==> config.mk <==
export PLATFORM = sky130hd
export DESIGN_NAME = seq_div5
export DESIGN_NICKNAME = d
export VERILOG_FILES = /design/src/rtl/seq_div5_pkg.sv /design/src/rtl/seq_div5_div_step.sv /design/src/rtl/seq_div5.sv
export SDC_FILE = /design/constraint.sdc
export NUM_CORES = 1
export LEC_CHECK = 0
export ABC_AREA = 1
export BUFFER_PORTS_ARGS = -buffer_cell sky130_fd_sc_hd__buf_2
export CORE_MARGIN = 3
export CORE_UTILIZATION = 25
export DETAILED_ROUTE_END_ITERATION = 7
export SLEW_MARGIN = 20
export SYNTH_ARGS = -nofsm -noshare
export SYNTH_HDL_FRONTEND = slang
export SYNTH_SLANG_ARGS = --single-unit
==> constraint.sdc <==
create_clock -name clk -period 3.2 [get_ports clk]
set_input_delay 0.64 -clock clk [delete_from_list [all_inputs] [get_ports clk]]
set_output_delay 0.64 -clock clk [all_outputs]
set_load 0.005 [all_outputs]
==> src/rtl/seq_div5_pkg.sv <==
// seq_div5_pkg -- shared definitions for the seq_div5 sequential divider.
//   state_e        : controller states (IDLE, RUN, DONE)
//   cnt_width()    : width of the step counter for a given operand width
//   CNT_W          : step counter width for the default 5-bit divider
//   DIV0_QUOTIENT  : all-ones quotient returned for a zero divisor
//                    (slice the low WIDTH bits)
package seq_div5_pkg;

  typedef enum logic [1:0] {
    IDLE = 2'd0,
    RUN  = 2'd1,
    DONE = 2'd2
  } state_e;

  // The counter must hold the value WIDTH itself, hence WIDTH+1.
  function automatic int cnt_width(input int width);
    return $clog2(width + 1);
  endfunction

  localparam int CNT_W = cnt_width(5);

  localparam logic [31:0] DIV0_QUOTIENT = '1;

endpackage

==> src/rtl/seq_div5_div_step.sv <==
// seq_div5_div_step -- one combinational restoring-division step (div_step).
// Ports:
//   rem_i     [WIDTH-1:0] partial remainder entering the step
//   bit_i                 next dividend bit (MSB first)
//   divisor_i [WIDTH-1:0] divisor magnitude
//   rem_o     [WIDTH-1:0] partial remainder leaving the step
//   q_bit_o               quotient bit produced by this step
module seq_div5_div_step #(
  parameter int WIDTH = 5
) (
  input  logic [WIDTH-1:0] rem_i,
  input  logic             bit_i,
  input  logic [WIDTH-1:0] divisor_i,
  output logic [WIDTH-1:0] rem_o,
  output logic             q_bit_o
);

  logic [WIDTH:0] partial;
  logic [WIDTH:0] trial;

  // rem_i < divisor_i always holds, so partial < 2*divisor and the
  // WIDTH+1-bit trial difference lies in (-2^WIDTH, 2^WIDTH): its top bit
  // is exactly the sign of the true difference.
  assign partial = {rem_i, bit_i};
  assign trial   = partial - {1'b0, divisor_i};

  assign q_bit_o = ~trial[WIDTH];
  assign rem_o   = q_bit_o ? trial[WIDTH-1:0] : partial[WIDTH-1:0];

endmodule

==> src/rtl/seq_div5.sv <==
// seq_div5 -- sequential restoring divider, one quotient bit per clock.
// Optional feature macro: SEQ_DIV5_SIGNED_EN (two's complement operands,
// quotient truncated toward zero, remainder takes the dividend's sign).
// Ports:
//   clk, resetn           clock, asynchronous active-low reset
//   start                 launch request (only looked at while busy=0)
//   dividend, divisor     operands, captured on the accepting edge
//   busy                  high exactly while in RUN
//   done                  one-cycle completion pulse (state DONE)
//   quotient, remainder   results, held until the next completion
//   div_by_zero           set with done when the divisor was zero
//
// Handshake: an edge with start=1 and busy=0 (IDLE or DONE) accepts the
// operands; busy rises for the WIDTH steps of a normal division and done
// pulses for one cycle when the results update. Zero divisors skip RUN and
// complete on the next cycle. start while busy=1 is ignored.
module seq_div5
  import seq_div5_pkg::*;
#(
  parameter int WIDTH = 5
) (
  input  logic             clk,
  input  logic             resetn,
  input  logic             start,
  input  logic [WIDTH-1:0] dividend,
  input  logic [WIDTH-1:0] divisor,
  output logic             busy,
  output logic             done,
  output logic [WIDTH-1:0] quotient,
  output logic [WIDTH-1:0] remainder,
  output logic             div_by_zero
);

  localparam int CW = cnt_width(WIDTH);
  localparam logic [CW-1:0] CNT_INIT = CW'(WIDTH);
  localparam logic [CW-1:0] CNT_ONE  = CW'(1);

  state_e           state_q, state_d;
  logic [CW-1:0]    count_q, count_d;
  // Dividend bits leave from the MSB while quotient bits enter at the LSB.
  logic [WIDTH-1:0] shift_q, shift_d;
  logic [WIDTH-1:0] dsr_q, dsr_d;
  logic [WIDTH-1:0] rem_q, rem_d;
  logic [WIDTH-1:0] quotient_q, quotient_d;
  logic [WIDTH-1:0] remainder_q, remainder_d;
  logic             dbz_q, dbz_d;
  logic             busy_q, busy_d;
  logic             done_q, done_d;

  logic [WIDTH-1:0] step_rem;
  logic             step_bit;
  logic [WIDTH-1:0] raw_quo;
  logic [WIDTH-1:0] fin_quo, fin_rem;
  logic [WIDTH-1:0] cap_dvd, cap_dsr;

  seq_div5_div_step #(.WIDTH(WIDTH)) u_div_step (
    .rem_i     (rem_q),
    .bit_i     (shift_q[WIDTH-1]),
    .divisor_i (dsr_q),
    .rem_o     (step_rem),
    .q_bit_o   (step_bit)
  );

  assign raw_quo = {shift_q[WIDTH-2:0], step_bit};

`ifdef SEQ_DIV5_SIGNED_EN
  logic neg_quo_q, neg_quo_d;
  logic neg_rem_q, neg_rem_d;

  // The core divides magnitudes; the most-negative value keeps its bit
  // pattern, which reads correctly as an unsigned magnitude.
  assign cap_dvd = dividend[WIDTH-1] ? -dividend : dividend;
  assign cap_dsr = divisor[WIDTH-1]  ? -divisor  : divisor;
  assign fin_quo = neg_quo_q ? -raw_quo  : raw_quo;
  assign fin_rem = neg_rem_q ? -step_rem : step_rem;
`else
  assign cap_dvd = dividend;
  assign cap_dsr = divisor;
  assign fin_quo = raw_quo;
  assign fin_rem = step_rem;
`endif

  always_comb begin
    state_d     = state_q;
    count_d     = count_q;
    shift_d     = shift_q;
    dsr_d       = dsr_q;
    rem_d       = rem_q;
    quotient_d  = quotient_q;
    remainder_d = remainder_q;
    dbz_d       = dbz_q;
`ifdef SEQ_DIV5_SIGNED_EN
    neg_quo_d   = neg_quo_q;
    neg_rem_d   = neg_rem_q;
`endif
    unique case (state_q)
      RUN: begin
        rem_d   = step_rem;
        shift_d = raw_quo;
        count_d = count_q - CNT_ONE;
        if (count_q == CNT_ONE) begin
          state_d     = DONE;
          quotient_d  = fin_quo;
          remainder_d = fin_rem;
          dbz_d       = 1'b0;
        end
      end
      default: begin
        // IDLE and DONE both accept a new launch.
        state_d = IDLE;
        if (start) begin
          if (divisor == '0) begin
            state_d     = DONE;
            quotient_d  = DIV0_QUOTIENT[WIDTH-1:0];
            remainder_d = dividend;
            dbz_d       = 1'b1;
          end else begin
            state_d = RUN;
            count_d = CNT_INIT;
            rem_d   = '0;
            shift_d = cap_dvd;
            dsr_d   = cap_dsr;
`ifdef SEQ_DIV5_SIGNED_EN
            neg_quo_d = dividend[WIDTH-1] ^ divisor[WIDTH-1];
            neg_rem_d = dividend[WIDTH-1];
`endif
          end
        end
      end
    endcase
    busy_d = (state_d == RUN);
    done_d = (state_d == DONE);
  end

  always_ff @(posedge clk or negedge resetn) begin
    if (!resetn) begin
      state_q     <= IDLE;
      count_q     <= '0;
      shift_q     <= '0;
      dsr_q       <= '0;
      rem_q       <= '0;
      quotient_q  <= '0;
      remainder_q <= '0;
      dbz_q       <= 1'b0;
      busy_q      <= 1'b0;
      done_q      <= 1'b0;
`ifdef SEQ_DIV5_SIGNED_EN
      neg_quo_q   <= 1'b0;
      neg_rem_q   <= 1'b0;
`endif
    end else begin
      state_q     <= state_d;
      count_q     <= count_d;
      shift_q     <= shift_d;
      dsr_q       <= dsr_d;
      rem_q       <= rem_d;
      quotient_q  <= quotient_d;
      remainder_q <= remainder_d;
      dbz_q       <= dbz_d;
      busy_q      <= busy_d;
      done_q      <= done_d;
`ifdef SEQ_DIV5_SIGNED_EN
      neg_quo_q   <= neg_quo_d;
      neg_rem_q   <= neg_rem_d;
`endif
    end
  end

  assign busy        = busy_q;
  assign done        = done_q;
  assign quotient    = quotient_q;
  assign remainder   = remainder_q;
  assign div_by_zero = dbz_q;

endmodule
==> results of run 1 <==
==> state kept, by name, indices dropped and copies added (netlist names) <==
register / flops
dsr_q: 5
quotient: 5
rem_q: 5
remainder: 5
shift_q: 5
count_q: 3
state_q: 2
busy: 1
div_by_zero: 1
done: 1
==> layout make-up <==
cell class / instances / area (µm²) / area share (%)
flip-flops and latches: 33 / 826 / 40.6
multi-input cells: 132 / 742 / 36.5
inverters: 37 / 141 / 6.95
repair buffers: 25 / 125 / 6.15
well taps: 93 / 116 / 5.72
clock buffers: 6 / 72.6 / 3.57
clock inverters: 2 / 10.0 / 0.492
==> power by group <==
| group | internal, mW | total, mW | switching, mW |
|---|---|---|---|
| Clock | 0.151 | 0.305 | 0.154 |
| Combinational | 0.422 | 1.09 | 0.670 |
| Sequential | 0.615 | 0.712 | 0.0976 |
| Total | 1.19 | 2.11 | 0.922 |
==> cells by family (layout without fill, tap and decap cells) <==
family,Yosys count,count (layout),synth area share [%]
and+or+nand+nor,92,92,25.6
buffers and inverters,42,70,10.2
DFF,33,33,47.3
AOI/OAI and AO/OA,29,29,9.17
adders and majority gates,8,8,6.16
xor gates and xnor gates,3,3,1.50
==> per-layer routing <==
layer / share of wire, % / vias up
met5: 0 / -
met4: 1.8 / 0
met3: 3.8 / 6
met2: 47 / 28
met1: 47 / 625
li1: - / 711
==> metrics by stage <==
stage                     setup WS [ns]  hold slack, ns  power, mW  area [µm²]  utilization, %
final                              1.40           0.422       2.11        2030            31.0
after detailed placement           1.22           0.477       1.82        1950            29.7
after global routing               1.26           0.470       2.36        2030            31.0
after floorplan                    1.59           0.344       1.56        1750               -
after CTS                          1.38           0.450       2.14        2030            31.0
after global placement             1.26           0.474       1.80        1950            29.7
==> worst paths after layout <==
path	start	endpoint	slack [ns]	cells after the start
setup / recovery	shift_q[4]	remainder[4]	1.40	11
hold / removal	resetn	quotient[0]	0.42	1
setup reg to reg	shift_q[4]	remainder[4]	1.40	11
hold reg to reg	div_by_zero	div_by_zero	0.49	2
max in group asynchronous	resetn	shift_q[1]	2.30	1
min in group clk	div_by_zero	div_by_zero	0.49	2
==> synth_stat cells <==
cell	count	area, µm²
sky130_fd_sc_hd__nand3_1	24	120
sky130_fd_sc_hd__o221ai_1	1	8.76
sky130_fd_sc_hd__nand2_1	42	158
sky130_fd_sc_hd__o22ai_1	1	6.26
sky130_fd_sc_hd__a31oi_1	2	12.5
sky130_fd_sc_hd__nand3_4	1	17.5
sky130_fd_sc_hd__a21o_1	1	7.51
sky130_fd_sc_hd__o21a_1	1	7.51
sky130_fd_sc_hd__nand2_2	5	31.3
sky130_fd_sc_hd__or2_0	3	18.8
sky130_fd_sc_hd__buf_2	3	15.0
sky130_fd_sc_hd__inv_1	36	135
sky130_fd_sc_hd__or2_2	2	12.5
sky130_fd_sc_hd__inv_4	1	6.26
sky130_fd_sc_hd__dfrtp_1	33	826
sky130_fd_sc_hd__nor3_4	1	16.3
sky130_fd_sc_hd__nor2_8	1	20.0
sky130_fd_sc_hd__xor2_1	3	26.3
sky130_fd_sc_hd__o21ai_1	3	15.0
sky130_fd_sc_hd__buf_6	2	22.5
sky130_fd_sc_hd__nor2_1	11	41.3
sky130_fd_sc_hd__o21ai_0	8	40.0
sky130_fd_sc_hd__fa_1	1	20.0
sky130_fd_sc_hd__o211ai_1	1	7.51
sky130_fd_sc_hd__a21oi_1	11	55.1
sky130_fd_sc_hd__nand4_1	2	12.5
sky130_fd_sc_hd__ha_1	7	87.6
==> results.md, run 1 <==
| Quantity | Value | Unit |
|:---|:---|:---|
| Number of instances in the synthesized netlist | 207 | - |
| Total congestion overflow | 0 | - |
| H-Tree Level Count | 2 | - |
| Slowest cell delay on critical path | 0.41 | ns |
| RD Place Congestion | 0.818 | - |
| Setup TNS | 0 | ns |
| Met3 GRT Util | 2.92 | % |
| Area enclosed by the die boundary | 0.00803 | mm² |
| Buffer cell driving the clock tree root | sky130_fd_sc_hd__clkbuf_8 | - |
| I/O pin total | 26 | - |
| Flops & latches, synth | 33 | - |
| Area of the mapped netlist | 0.00175 | mm² |
| Clock Sinks | 33 | - |
| Hpwl dp | 2760 | µm |
| Layout-stage area growth over the synthesis result | 16.4 | % |
| Number of fillers in the final layout | 726 | - |
| CTS tree | done | - |
| Fmax | 0.555 | GHz |
| Time the final worst path needs with I/O delays and setup | 1.80 | ns |
| Effective utilization at floorplan | 26.6 | % |
| Global routing usage on met1 | 13.0 | % |
| Number of nets in the synthesized netlist | 228 | - |
| Fraction of layout cells with a size suffix above 1 | 18.3 | % |
| Worst-margin pin slew | 0.759 | ns |
| Total CTS buffers | 5 | - |
| Remaining max-slew budget at the tightest pin | 49.4 | % |
| Total routing resource utilization after global routing | 10.4 | % |
| Fin cells | 328 | - |
| Routing usage on met2 | 17.0 | % |
| Die boundary width | 89.6 | µm |
| Worst hold path type | in -> async | - |
| Post-Place Cells | 320 | - |
| Worst setup SP type | register | - |
| Most common cell after layout, fill and taps aside | sky130_fd_sc_hd__nand2_1 | - |
| Wire length of the first global-routing pass | 6380 | µm |
| Wirelength, routed | 3660 | µm |
| Seq/Total Area, Yosys | 47.3 | % |
| Cell family with most CP delay | adder cells | - |
| Number of buffers added on ports | 25 | - |
| Unrepaired setup endpoints after global routing | no | - |
| Yosys warning count | 0 | - |
| Final routed DRC violation total | 0 | - |
| Post-CTS Setup Inserts | 0 | - |
| Post-CTS resize count | 0 | - |
| Maximum count of clock buffers along a single path | 2 | - |
| Standby leakage power | 1.07 | nW |
| Number of hold-slack violations in the final timing report | 0 | - |
| Post-CTS Hold Buffers | 0 | - |
| Antenna cells | 0 | - |
| Crit-path cells | inv_1 > ha_1 > inv_1 > fa_1 > nand3_1 > nand2_1 > xor2_1 > nand3_1 > nand3_1 > nand2_1 > inv_1 | - |
| Type of the worst setup path | reg -> reg | - |
| Worst-path fanout max | 3 | - |
| Worst VDD drop | 372 | µV |
| Standard-cell row count | 29 | - |
| Drt initial violations | 58 | - |
| Critical path buffer and inverter count | 3 | - |
| Die height | 89.6 | µm |
| Mean number of vias per cell | 4.18 | - |
| Max Slew Vio Count | 0 | - |
| Max Clock Skew | 0.00470 | ns |
| Detailed-route wire length per cell | 11.1 | µm |
| Capturing element type of the critical path | register | - |
| Number of iterations in the first detailed-routing pass | 4 | - |
| Final net count | 255 | - |
| Library cell contributing the largest single delay on the critical path | sky130_fd_sc_hd__fa_1 | - |
| Later-pin clock latency in the skew report | 0.28 | ns |
| Number of distinct library cell variants in the gate-level netlist after synthesis | 27 | - |
| Largest net degree at the start of global routing | 34 | - |
| Initial antenna violation count | 0 | - |
| Vias in the first global route | 1388 | - |
| Synth Area per Inst | 8.44 | µm² |
| Highest-count cells in the layout ignoring fill and taps | sky130_fd_sc_hd__nand2_1 (42), sky130_fd_sc_hd__inv_1 (36), sky130_fd_sc_hd__dfrtp_1 (33), sky130_fd_sc_hd__buf_2 (25), sky130_fd_sc_hd__nand3_1 (24) | - |
| Arrival time worst endpoint | 2.03 | ns |
| Vias | 1370 | - |
| Critical path data required time | 3.43 | ns |
| Floorplan core area | 0.00657 | mm² |
| Max-capacitance violation count | 0 | - |
| Ratio of total power to cell area | 1040 | mW/mm² |
| Final clock period utilization by the worst path | 56.4 | % |
| Clock-pin slew on the worst setup and hold paths | 0.07 | ns |
| Detail Route Antenna Nets | 0 | - |
| Status | completed | - |
| Highest-utilization routing layer at the global route stage | met2 | - |
| Final setup fails | 0 | - |
(Power assumes the default switching activity.)
==> run 2, diff against run 1 <==
==> constraint.sdc (replaced) <==
create_clock -name clk -period 1.6 [get_ports clk]
set_input_delay 0.32 -clock clk [delete_from_list [all_inputs] [get_ports clk]]
set_output_delay 0.32 -clock clk [all_outputs]
set_load 0.005 [all_outputs]
==> results.md, run 2 (synthesis gave the netlist of run 1 again) <==
| Quantity | Value | Unit |
|:---|:---|:---|
| Max-capacitance violation count | 0 | - |
| Vias | 1493 | - |
| Time the final worst path needs with I/O delays and setup | 1.66 | ns |
| Cell family with most CP delay | adder cells | - |
| Failing checks | negative setup slack | - |
| Maximum count of clock buffers along a single path | 2 | - |
| Total CTS buffers | 5 | - |
| Clock Sinks | 33 | - |
| Reg-to-reg setup timing slack | -0.06 | ns |
| Switching share of power | 40.4 | % |
| Min setup slack post-route | -0.0567 | ns |
| Critical path buffer and inverter count | 4 | - |
| Area enclosed by the die boundary | 0.00803 | mm² |
| Net Sw Power | 2.24 | mW |
| Logic gate share of total power | 56.9 | % |
| Library cell contributing the largest single delay on the critical path | sky130_fd_sc_hd__dfrtp_1 | - |
| RD Place Congestion | 0.852 | - |
| Last element of the critical path | remainder[2] | - |
| Destination of the worst register-to-register timing path | remainder[2] | - |
| Wirelength, routed | 4130 | µm |
| Floorplan core area | 0.00657 | mm² |
| Power after layout | 5.55 | mW |
| Number of hold-slack violations in the final timing report | 0 | - |
| H-Tree Level Count | 2 | - |
| Portion of total power attributed to the clock network | 17.1 | % |
| Worst VDD drop | 757 | µV |
| Effective utilization at floorplan | 26.6 | % |
| Die height | 89.6 | µm |
| Cell Area, Placed | 0.00210 | mm² |
| Reg2Reg Launch Point | shift_q[4] | - |
| Total routing resource utilization after global routing | 11.4 | % |
| Antenna cells | 0 | - |
| Timing startpoint of the critical path | shift_q[4] | - |
| Hpwl dp | 3040 | µm |
| CTS tree | done | - |
| Total congestion overflow | 0 | - |
| Type of the worst setup path | reg -> reg | - |
| Arrival time worst endpoint | 1.85 | ns |
| Status | finished, violations left | - |
| Initial antenna violation count | 0 | - |
| Ratio of total power to cell area | 2310 | mW/mm² |
| Final routed DRC violation total | 0 | - |
| Final net count | 277 | - |
| Cell internal power dissipation | 3.31 | mW |
| Worst-margin pin slew | 0.436 | ns |
| Worst-path fanout max | 2 | - |
| Vias in the first global route | 1508 | - |
| Final clock period utilization by the worst path | 104 | % |
| Layout Cell Area excl Fill | 0.00241 | mm² |
| Part of the power in registers | 26.0 | % |
| Standby leakage power | 1.22 | nW |
| Detailed-route wire length per cell | 11.8 | µm |
| Standard-cell row count | 29 | - |
| CP Depth | 10 | - |
| Remaining max-slew budget at the tightest pin | 71.0 | % |
| Number of buffers added on ports | 25 | - |
| Drt initial violations | 80 | - |
| Max Clock Skew | 0.00493 | ns |
| Fraction of layout cells with a size suffix above 1 | 37.7 | % |
| Crit-path cells | inv_1 > ha_1 > inv_2 > fa_2 > buf_4 > xor2_1 > nand3_1 > nand3_1 > nand2_1 > inv_1 | - |
| Number of fillers in the final layout | 667 | - |
| Mean number of vias per cell | 4.27 | - |
| Layout-stage area growth over the synthesis result | 37.8 | % |
| Wire length of the first global-routing pass | 7000 | µm |
| I/O pin total | 26 | - |
| Unrepaired setup endpoints after global routing | yes | - |
| Setup WS pre-CTS | -0.0496 | ns |
| Detail Route Antenna Nets | 0 | - |
| Buffer cell driving the clock tree root | sky130_fd_sc_hd__clkbuf_8 | - |
| Final setup fails | 3 | - |
| Fmax | 0.604 | GHz |
| Worst hold path type | in -> async | - |
| Clock-pin slew on the worst setup and hold paths | 0.07 | ns |
| Critical path data required time | 1.79 | ns |
| Core occupancy in the finished layout | 36.6 | % |
| Worst reg2reg path depth | 10 | - |
| Highest-count cells in the layout ignoring fill and taps | sky130_fd_sc_hd__nand2_1 (33), sky130_fd_sc_hd__dfrtp_1 (33), sky130_fd_sc_hd__inv_1 (31), sky130_fd_sc_hd__buf_2 (25), sky130_fd_sc_hd__buf_4 (20) | - |
| Number of iterations in the first detailed-routing pass | 4 | - |
| Worst setup SP type | register | - |
| Capturing element type of the critical path | register | - |
| Die boundary width | 89.6 | µm |
| Later-pin clock latency in the skew report | 0.29 | ns |
| Slowest cell delay on critical path | 0.38 | ns |
| Max Slew Vio Count | 0 | - |
| Largest net degree at the start of global routing | 34 | - |
==> run 2: cell type report <==
| cell class | count | area [µm²] | share of cell area [%] |
|---|---|---|---|
| multi-input cells | 132 | 891 | 37.0 |
| flip-flops and latches | 33 | 826 | 34.3 |
| repair buffers | 47 | 298 | 12.4 |
| inverters | 37 | 141 | 5.88 |
| well taps | 93 | 116 | 4.84 |
| clock buffers | 5 | 68.8 | 2.86 |
| clock inverters | 3 | 65.1 | 2.70 |
==> run 2: worst min-delay path by stage <==
stage / endpoint / start / depth (start not counted) / slack, ns
floorplan: busy / resetn / 0 / 0.02
global placement: dsr_q[3] / resetn / 2 / 0.38
detailed placement: dsr_q[3] / resetn / 2 / 0.39
CTS: dsr_q[3] / resetn / 2 / 0.07
global route: dsr_q[3] / resetn / 2 / 0.09
finish: dsr_q[3] / resetn / 2 / 0.05
==> run 2: metrics by stage <==
stage	setup TNS [ns]	hold slack, ns	std cells
floorplan	0	0.0244	207
global placement	-0.0469	0.383	339
detailed placement	-0.246	0.388	339
CTS	-0.154	0.0700	347
global route	-0.974	0.0873	350
finish	-0.101	0.0485	350
==> run 2: worst reg2reg max path, delay by kind of cell (launching register included) <==
family	cells	cell delay, ns
xor+xnor	1	0.15
buf+inv	4	0.29
simple gates	3	0.26
fa+ha+maj	2	0.49
flops	1	0.38
==> run 2: power groups by stage <==
stage               sequential, mW  clock, mW  combinational (mW)
finish                        1.44      0.949                3.16
global route                  1.49       1.01                3.60
floorplan                     1.42          0                1.70
detailed placement            1.44          0                2.62
CTS                           1.44      0.970                2.80
global placement              1.42          0                2.58
==> run 2: timing repair <==
item	CTS	global route
endpoints found under the setup margin	7	12
hold buffers	0	0
setup buffers	0	3
gates resized for setup	11	24
pin swaps	9	13
==> run 2: layer usage <==
metal / GRT usage (%) / up-vias / share of wire, %
met4: 5.01 / 0 / 2.8
met2: 18.4 / 32 / 48
met5: 0 / - / 0
met1: 14.2 / 699 / 45
met3: 3.10 / 11 / 3.9
li1: - / 751 / -
